`src/rtl/alu_exec_unit_if.sv`:
```
// Operand/result bundle for the RV32I execute stage.
// The master drives operands and opcode fields; the slave (alu_exec_unit)
// returns the registered result and decoded op.
// Optional macro ALU_ZERO_FLAG_EN adds a registered zero flag.
interface alu_exec_unit_if #(
    parameter int WIDTH = 32
);
    logic             in_valid;
    logic [6:0]       opcode;
    logic [2:0]       funct;
    logic             add_rshift_type;
    logic [WIDTH-1:0] A;
    logic [WIDTH-1:0] B;
    logic             out_valid;
    logic [3:0]       ALUop;
    logic [WIDTH-1:0] Out;
`ifdef ALU_ZERO_FLAG_EN
    logic             zero;

    modport master (
        output in_valid, opcode, funct, add_rshift_type, A, B,
        input  out_valid, ALUop, Out, zero
    );

    modport slave (
        input  in_valid, opcode, funct, add_rshift_type, A, B,
        output out_valid, ALUop, Out, zero
    );
`else
    modport master (
        output in_valid, opcode, funct, add_rshift_type, A, B,
        input  out_valid, ALUop, Out
    );

    modport slave (
        input  in_valid, opcode, funct, add_rshift_type, A, B,
        output out_valid, ALUop, Out
    );
`endif
endinterface

```
`src/rtl/alu_exec_unit.sv`:
```
// RV32I integer execute stage: decodes opcode/funct3/bit30 into a 4-bit ALU
// operation, computes the result, and registers result and op with one
// cycle of latency and valid tracking. No stall or backpressure.
// Optional macro ALU_ZERO_FLAG_EN adds a registered zero flag on the bus.
module alu_exec_unit #(
    parameter int WIDTH   = 32,
    parameter int SHAMT_W = 5
) (
    input  logic          clk,
    input  logic          rst,
    alu_exec_unit_if.slave bus
);

    localparam logic [6:0] OPC_LUI       = 7'b0110111;
    localparam logic [6:0] OPC_CSR       = 7'b1110011;
    localparam logic [6:0] OPC_ARI_ITYPE = 7'b0010011;
    localparam logic [6:0] OPC_ARI_RTYPE = 7'b0110011;

    localparam logic [2:0] F3_ADD_SUB = 3'b000;
    localparam logic [2:0] F3_SLL     = 3'b001;
    localparam logic [2:0] F3_SLT     = 3'b010;
    localparam logic [2:0] F3_SLTU    = 3'b011;
    localparam logic [2:0] F3_XOR     = 3'b100;
    localparam logic [2:0] F3_SRL_SRA = 3'b101;
    localparam logic [2:0] F3_OR      = 3'b110;
    localparam logic [2:0] F3_AND     = 3'b111;

    typedef enum logic [3:0] {
        OP_ADD    = 4'd0,
        OP_SUB    = 4'd1,
        OP_SLL    = 4'd2,
        OP_SLT    = 4'd3,
        OP_SLTU   = 4'd4,
        OP_XOR    = 4'd5,
        OP_SRL    = 4'd6,
        OP_SRA    = 4'd7,
        OP_OR     = 4'd8,
        OP_AND    = 4'd9,
        OP_COPY_B = 4'd10
    } alu_op_e;

    alu_op_e            dec_op;
    logic [WIDTH-1:0]   result;
    logic [SHAMT_W-1:0] shamt;

    logic             out_valid_d, out_valid_q;
    logic [3:0]       aluop_d, aluop_q;
    logic [WIDTH-1:0] out_d, out_q;

    // Decode: only the arithmetic opcodes look at funct3; bit30 selects
    // SUB only for R-type, and SRA for both R- and I-type.
    always_comb begin
        dec_op = OP_ADD;
        if (bus.opcode == OPC_LUI || bus.opcode == OPC_CSR) begin
            dec_op = OP_COPY_B;
        end else if (bus.opcode == OPC_ARI_RTYPE || bus.opcode == OPC_ARI_ITYPE) begin
            case (bus.funct)
                F3_ADD_SUB: dec_op = (bus.opcode == OPC_ARI_RTYPE && bus.add_rshift_type)
                                     ? OP_SUB : OP_ADD;
                F3_SLL:     dec_op = OP_SLL;
                F3_SLT:     dec_op = OP_SLT;
                F3_SLTU:    dec_op = OP_SLTU;
                F3_XOR:     dec_op = OP_XOR;
                F3_SRL_SRA: dec_op = bus.add_rshift_type ? OP_SRA : OP_SRL;
                F3_OR:      dec_op = OP_OR;
                F3_AND:     dec_op = OP_AND;
                default:    dec_op = OP_ADD;
            endcase
        end
    end

    assign shamt = bus.B[SHAMT_W-1:0];

    // Execute: shifts use only the low B bits; unused op codes yield zero.
    always_comb begin
        result = '0;
        case (dec_op)
            OP_ADD:    result = bus.A + bus.B;
            OP_SUB:    result = bus.A - bus.B;
            OP_SLL:    result = bus.A << shamt;
            OP_SLT:    result = {{(WIDTH-1){1'b0}}, ($signed(bus.A) < $signed(bus.B))};
            OP_SLTU:   result = {{(WIDTH-1){1'b0}}, (bus.A < bus.B)};
            OP_XOR:    result = bus.A ^ bus.B;
            OP_SRL:    result = bus.A >> shamt;
            OP_SRA:    result = $signed(bus.A) >>> shamt;
            OP_OR:     result = bus.A | bus.B;
            OP_AND:    result = bus.A & bus.B;
            OP_COPY_B: result = bus.B;
            default:   result = '0;
        endcase
    end

    // Next-state for the pipeline register: capture on valid, otherwise hold
    // the data and drop valid.
    always_comb begin
        out_valid_d = bus.in_valid;
        aluop_d     = aluop_q;
        out_d       = out_q;
        if (bus.in_valid) begin
            aluop_d = dec_op;
            out_d   = result;
        end
    end

    // Pipeline register; reset discards any in-flight result.
    always_ff @(posedge clk or posedge rst) begin
        if (rst) begin
            out_valid_q <= 1'b0;
            aluop_q     <= 4'd0;
            out_q       <= '0;
        end else begin
            out_valid_q <= out_valid_d;
            aluop_q     <= aluop_d;
            out_q       <= out_d;
        end
    end

    assign bus.out_valid = out_valid_q;
    assign bus.ALUop     = aluop_q;
    assign bus.Out       = out_q;

`ifdef ALU_ZERO_FLAG_EN
    logic zero_d, zero_q;

    // Zero flag follows the captured result and holds with it.
    always_comb begin
        zero_d = zero_q;
        if (bus.in_valid) begin
            zero_d = (result == '0);
        end
    end

    // Zero flag register, cleared with the rest of the pipeline.
    always_ff @(posedge clk or posedge rst) begin
        if (rst) begin
            zero_q <= 1'b0;
        end else begin
            zero_q <= zero_d;
        end
    end

    assign bus.zero = zero_q;
`endif

endmodule

```
`src/flat_wrapper.sv`:
```
// flat-port wrapper written by rule: the top's interface ports become plain ports
module alu_exec_unit_flat 
#(
    parameter int WIDTH   = 32,
    parameter int SHAMT_W = 5
)
  (clk, rst, bus_in_valid, bus_opcode, bus_funct, bus_add_rshift_type, bus_A, bus_B, bus_out_valid, bus_ALUop, bus_Out);
  alu_exec_unit_if #(.WIDTH(WIDTH)) bus_i ();
  input  logic clk;
  input  logic rst;
  input wire logic [$bits(bus_i.in_valid)-1:0] bus_in_valid;
  input wire logic [$bits(bus_i.opcode)-1:0] bus_opcode;
  input wire logic [$bits(bus_i.funct)-1:0] bus_funct;
  input wire logic [$bits(bus_i.add_rshift_type)-1:0] bus_add_rshift_type;
  input wire logic [$bits(bus_i.A)-1:0] bus_A;
  input wire logic [$bits(bus_i.B)-1:0] bus_B;
  output wire logic [$bits(bus_i.out_valid)-1:0] bus_out_valid;
  output wire logic [$bits(bus_i.ALUop)-1:0] bus_ALUop;
  output wire logic [$bits(bus_i.Out)-1:0] bus_Out;
  assign bus_i.in_valid = bus_in_valid;
  assign bus_i.opcode = bus_opcode;
  assign bus_i.funct = bus_funct;
  assign bus_i.add_rshift_type = bus_add_rshift_type;
  assign bus_i.A = bus_A;
  assign bus_i.B = bus_B;
  assign bus_out_valid = bus_i.out_valid;
  assign bus_ALUop = bus_i.ALUop;
  assign bus_Out = bus_i.Out;
  alu_exec_unit #(.WIDTH(WIDTH), .SHAMT_W(SHAMT_W)) u_core (.clk(clk), .rst(rst), .bus(bus_i));
endmodule
```
`config.mk`:
```
export PLATFORM = sky130hd
export DESIGN_NAME = alu_exec_unit_flat
export DESIGN_NICKNAME = d
export VERILOG_FILES = /design/src/rtl/alu_exec_unit_if.sv /design/src/rtl/alu_exec_unit.sv /design/src/flat_wrapper.sv
export SDC_FILE = /design/constraint.sdc
export NUM_CORES = 1
export LEC_CHECK = 0
export ABC_AREA = 1
export CORE_AREA = 2 2 147 149
export CTS_BUF_LIST = sky130_fd_sc_hd__clkbuf_16
export CTS_CLUSTER_SIZE = 8
export DETAILED_ROUTE_END_ITERATION = 16
export DIE_AREA = 0 0 149 151
export GPL_TIMING_DRIVEN = 0
export MAX_ROUTING_LAYER = met4
export PLACE_DENSITY = 0.94
export SYNTH_ARGS = -nofsm -noshare
export SYNTH_HDL_FRONTEND = slang
export SYNTH_SLANG_ARGS = --single-unit
```
`constraint.sdc`:
```
create_clock -name clk -period 1.34 [get_ports clk]
set_input_delay 0.268 -clock clk [delete_from_list [all_inputs] [get_ports clk]]
set_output_delay 0.268 -clock clk [all_outputs]
set_load 0.05 [all_outputs]
```
==> summary.txt, run 1 <==
Outcome -> did not finish
Halt Stage -> global routing (5_1_grt)
Tool error -> [ERROR GRT-0116] Global routing finished with congestion. Check the congestion regions in the DRC Viewer.
Synth Area in XOR/XNOR -> 1.33%
Clock sink count -> 37
CTS root buf -> clkbuf_16
Syn_nets -> 2,721
Syn Area/Cell -> 4.94 um^2
CTS buffer count -> 5
# hold bufs at CTS -> 0
Die X -> 149 um
Overflow after GRT -> 513
GRT Total Usage -> 83.4%
Flops & latches, synth -> 37
Main synth FF type -> dfrtp_1
Placer Congestion -> 1.39
Compound-cell area share of the yosys netlist -> 8.00%
Mux cell area share after synthesis -> 0%
Count of different cell masters after synthesis -> 43
Synthesized instance count -> 2,539
Yosys warns -> 0
Async S/R FF share, synth -> 100%
Number of cell rows -> 53
I/O pin cnt -> 115
First-pass GRT wire length -> 141,000 um
Register area share after synthesis -> 7.38%
Initial cell density of the core -> 60.3%
Largest family of logic cells by synthesized area -> simple AND/OR/NAND/NOR gates
Vias in the first global route -> 24,200
Simple-Gate Fraction of Synth Area -> 58.7%
H-tree levels -> 2
Clk buf depth -> 2
EDFF count, synth -> 0
Adder-cell share of the synthesized area -> 10.5%
Detailed placer's ending HPWL -> 48,900 um
DIE HEIGHT -> 151 um
DP Cell Count -> 2,928
IO buf count -> 114
Mapped Area -> 12,500 um^2
Largest net degree at the start of global routing -> 38
## Yosys cell counts (3+ instances only)
cell | count | share of area (%)
a21oi_1 | 70 | 2.8
buf_1 | 27 | 0.81
buf_2 | 18 | 0.72
buf_4 | 5 | 0.30
buf_6 | 3 | 0.27
clkbuf_1 | 60 | 1.8
clkinv_1 | 3 | 0.090
dfrtp_1 | 37 | 7.4
ha_1 | 102 | 10
inv_1 | 329 | 9.8
inv_2 | 11 | 0.33
nand2_1 | 893 | 27
nand2_2 | 3 | 0.15
nand3_1 | 440 | 18
nand3_2 | 4 | 0.32
nand3b_1 | 12 | 0.72
nand4_1 | 33 | 1.6
nor2_1 | 319 | 9.5
nor2_4 | 3 | 0.27
nor3_1 | 15 | 0.60
o211ai_1 | 7 | 0.42
o21ai_0 | 62 | 2.5
o21ai_1 | 7 | 0.28
o21bai_1 | 12 | 0.72
o22ai_1 | 18 | 0.90
or2_2 | 5 | 0.25
xor2_1 | 17 | 1.2
## timing repair
| item | 4_1_cts |
|---|---|
| gates cloned | 5 |
| gates resized for setup | 745 |
| buffers inserted | 103 |
| setup endpoints to repair | 110 |
| pin swaps | 155 |
## routing by layer
metal | overflow | global-route usage (%)
met5 | - | -
met4 | 128 | 83.3
met2 | 324 | 97.6
met3 | 33 | 72.2
met1 | 28 | 79.0
## kinds of logic after synthesis
group | after synthesis
AOI/OAI and AO/OA | 183
xor gates and xnor gates | 19
adders and majority gates | 104
buffers and inverters | 456
DFF | 37
and+or+nand+nor | 1740
## stage by stage
stage               area [um^2]  setup slack [ns]
CTS                       17100            -0.944
detailed placement        14600             -2.19
global placement          14600             -2.24
floorplan                 13100            -0.820
==> run 2, diff against run 1 <==
CORE_AREA = 2 2 181 183   (was 2 2 147 149)
CTS_BUF_LIST = default   (was sky130_fd_sc_hd__clkbuf_16)
CTS_CLUSTER_SIZE = default   (was 8)
DIE_AREA = 0 0 183 185   (was 0 0 149 151)
MAX_ROUTING_LAYER = default   (was met4)
PLACE_DENSITY = default   (was 0.94)
PLACE_DENSITY_LB_ADDON = 0.15   (was default)
==> run 2 against run 1 <==
Net effect: the flow now finishes, with violations (setup timing); synthesized cell count stayed put; synthesized area stayed put.
==> summary.txt, run 2 <==
Main synth FF type -> dfrtp_1
Flops & latches, synth -> 37
Count of different cell masters after synthesis -> 43
Startpoint types -> input pin
Placed inst area -> 14,700 um^2
Detailed placer's ending HPWL -> 62,800 um
Syn_nets -> 2,721
Clock sink count -> 37
Clk Latency, worst-skew pair -> 0.28 ns
Count leader, synth -> nand2_1
Worst-Margin Slew -> 0.899 ns
Yosys top cell by area -> nand2_1
Initial antenna violation count -> 2
RSZ-0062 raised after global routing -> yes
Mapped Area -> 12,500 um^2
# hold bufs at CTS -> 0
Family with the most delay on the worst path -> simple AND/OR/NAND/NOR gates
DRC viols -> 0
Final Total Pwr -> 0.0113 W
DRT antenna net count -> 0
CP Capture Type -> flip-flop
Share of layout cells above drive strength 1 -> 31.8%
Overflow after GRT -> 0
Initial drt markers -> 2,382
Share of the synthesized area in the top cell type -> 26.7%
Pwr dens -> 596 nW/um^2
Routed wire length per instance -> 25.7 um
Yosys warns -> 0
DP Cell Count -> 3,061
Syn Area/Cell -> 4.94 um^2
Synthesized instance count -> 2,539
Finished Cell Area -> 19,000 um^2
Path category of the worst min-delay check -> in -> reg
Clk buf depth -> 2
Finish-stage setup viols -> 32
Clock Skew -> 0 ns
Violated checks -> setup timing
Die X -> 183 um
Critical path cell sequence -> buf_8 > clkbuf_16 > clkinv_8 > clkbuf_16 > buf_12 > ha_4 > nand2_4 > buf_4 > nor2_4 > nand2_2 > nand3_4 > xor2_1 > o22ai_1 > nor2_2 > nand3b_1 > nand2_1 > nand2_1
Maximum capacitance violations -> 0
Post-synth top cells -> nand2_1, nand3_1, inv_1
CTS tree -> built
Initial cell density of the core -> 39.2%
Largest stage delay, worst path -> 0.38 ns
FMAX -> 419 MHz
Placer Congestion -> 1.10
IO buf count -> 114
Leak pwr -> 9.84 nW
GRT Total Usage -> 46.5%
Core footprint -> 32,000 um^2
Post-layout utilization of the core -> 59.3%
Finished Layout Cells -> 3,209
Largest net degree at the start of global routing -> 38
I/O pin cnt -> 115
Critical path type -> in -> reg
Initial DRT Pass Iterations -> 7
Vias in the first global route -> 18,400
Register area share after synthesis -> 7.38%
Final net count -> 2,981
Slowest stage cell, crit path -> ha_4
Post-route minimum period -> 2.38 ns
Crit path max fanout -> 7
Die area -> 33,900 um^2
Relative slew slack -> 40.1%
Worst-path clk slew -> 0.06 ns
Max reg flops -> 32
H-tree levels -> 2
Setup ws final -> -1.04 ns
Number of cell rows -> 66
Max-slew violation count -> 0
Final period utilization -> 178%
WP data arrival -> 2.56 ns
EDFF count, synth -> 0
Fill count -> 3,177
Async S/R FF share, synth -> 100%
Outcome -> complete, but fails checks
Final-layout worst hold slack -> 0.294 ns
Worst path required time -> 1.51 ns
DIE HEIGHT -> 185 um
Most common cell after layout, fill and taps aside -> nand2_1
Layout Area Growth over Synthesis -> 51.5%
Vias per inst -> 6.07
Fin. Hold Viols -> 0
CTS root buf -> clkbuf_16
Leading post-synthesis cells by cell area -> nand2_1, nand3_1, ha_1, inv_1, nor2_1
Routed WL -> 82,300 um
Vias -> 19,500
First-pass GRT wire length -> 115,000 um
Crit path buffers/inverters -> 6
Commonest non-fill, non-tap cells in the layout -> nand2_1, nand3_1, inv_1, nor2_1, buf_4
CTS buffer count -> 5
Worst vdd ir -> 0.466 mV
-- run 2: cell counts after synthesis --
Identical to the previous run, type by type.
-- run 2: worst paths after layout --
kind,from,end,slack [ns],depth (start not counted)
max in group asynchronous,rst,u_core.bus.Out[7],0.38,2
max,bus_B[4],u_core.bus.Out[7],-1.04,17
min in group asynchronous,rst,u_core.bus.Out[31],0.50,2
min reg2reg,u_core.bus.Out[28],u_core.bus.Out[28],0.48,2
max reg2reg,u_core.bus.ALUop[3],u_core.bus.ALUop[3],0.65,2
min,bus_in_valid,u_core.bus.out_valid,0.29,1
-- run 2: final cells by class --
type	count	area, um^2	area share [%]
multi-input combinational	2046	12600	66.4
clock buffer	6	129	0.678
antenna	1	2.50	0.0132
sequential	37	926	4.87
buffer	89	850	4.47
inverter	343	1420	7.46
timing repair buffer	277	2540	13.4
tap	408	510	2.69
clock inverter	2	10.0	0.0527
-- run 2: through the flow --
stage / setup TNS [ns] / worst slack [ns]
finish: -30.00 / -1.04
global route: -31.46 / -1.08
CTS: -27.58 / -1.02
detailed placement: -98.60 / -2.50
global placement: -95.44 / -2.52
floorplan: -21.99 / -0.820
-- run 2: per-layer routing --
metal / up-vias / wire, um / part of all wire, % / global-route usage [%]
li1: 8572 / - / - / -
met1: 9046 / 29400 / 36 / 53.6
met2: 1376 / 35500 / 43 / 74.6
met3: 485 / 8520 / 10 / 10.2
met4: 4 / 8860 / 11 / 37.1
met5: - / 119 / 0.14 / 0
-- run 2: timing repair --
item                       CTS  global route
setup endpoints to repair  110            37
pin swaps                  182           129
resized for setup          908           255
gates cloned                 2             0
setup buffers              128            34
-- run 2: kinds of logic (layout without fill, tap and decap cells) --
group                      count (synthesis)  after routing  synth area share [%]
DFF                                       37             37                  7.38
other                                      0              1                     0
buffers and inverters                    456            717                  14.1
and+or+nand+nor                         1740           1740                  58.7
AOI/OAI and AO/OA                        183            183                  8.00
xor gates and xnor gates                  19             19                  1.33
adders and majority gates                104            104                  10.5
-- run 2: where the power goes --
part           internal (W)  total [W]  switching, W
combinational       0.00290    0.00876       0.00587
clock              0.000684    0.00116      0.000476
sequential          0.00130    0.00141      0.000110
total               0.00488     0.0113       0.00645
No activity file was read; power rests on OpenSTA's default activity.
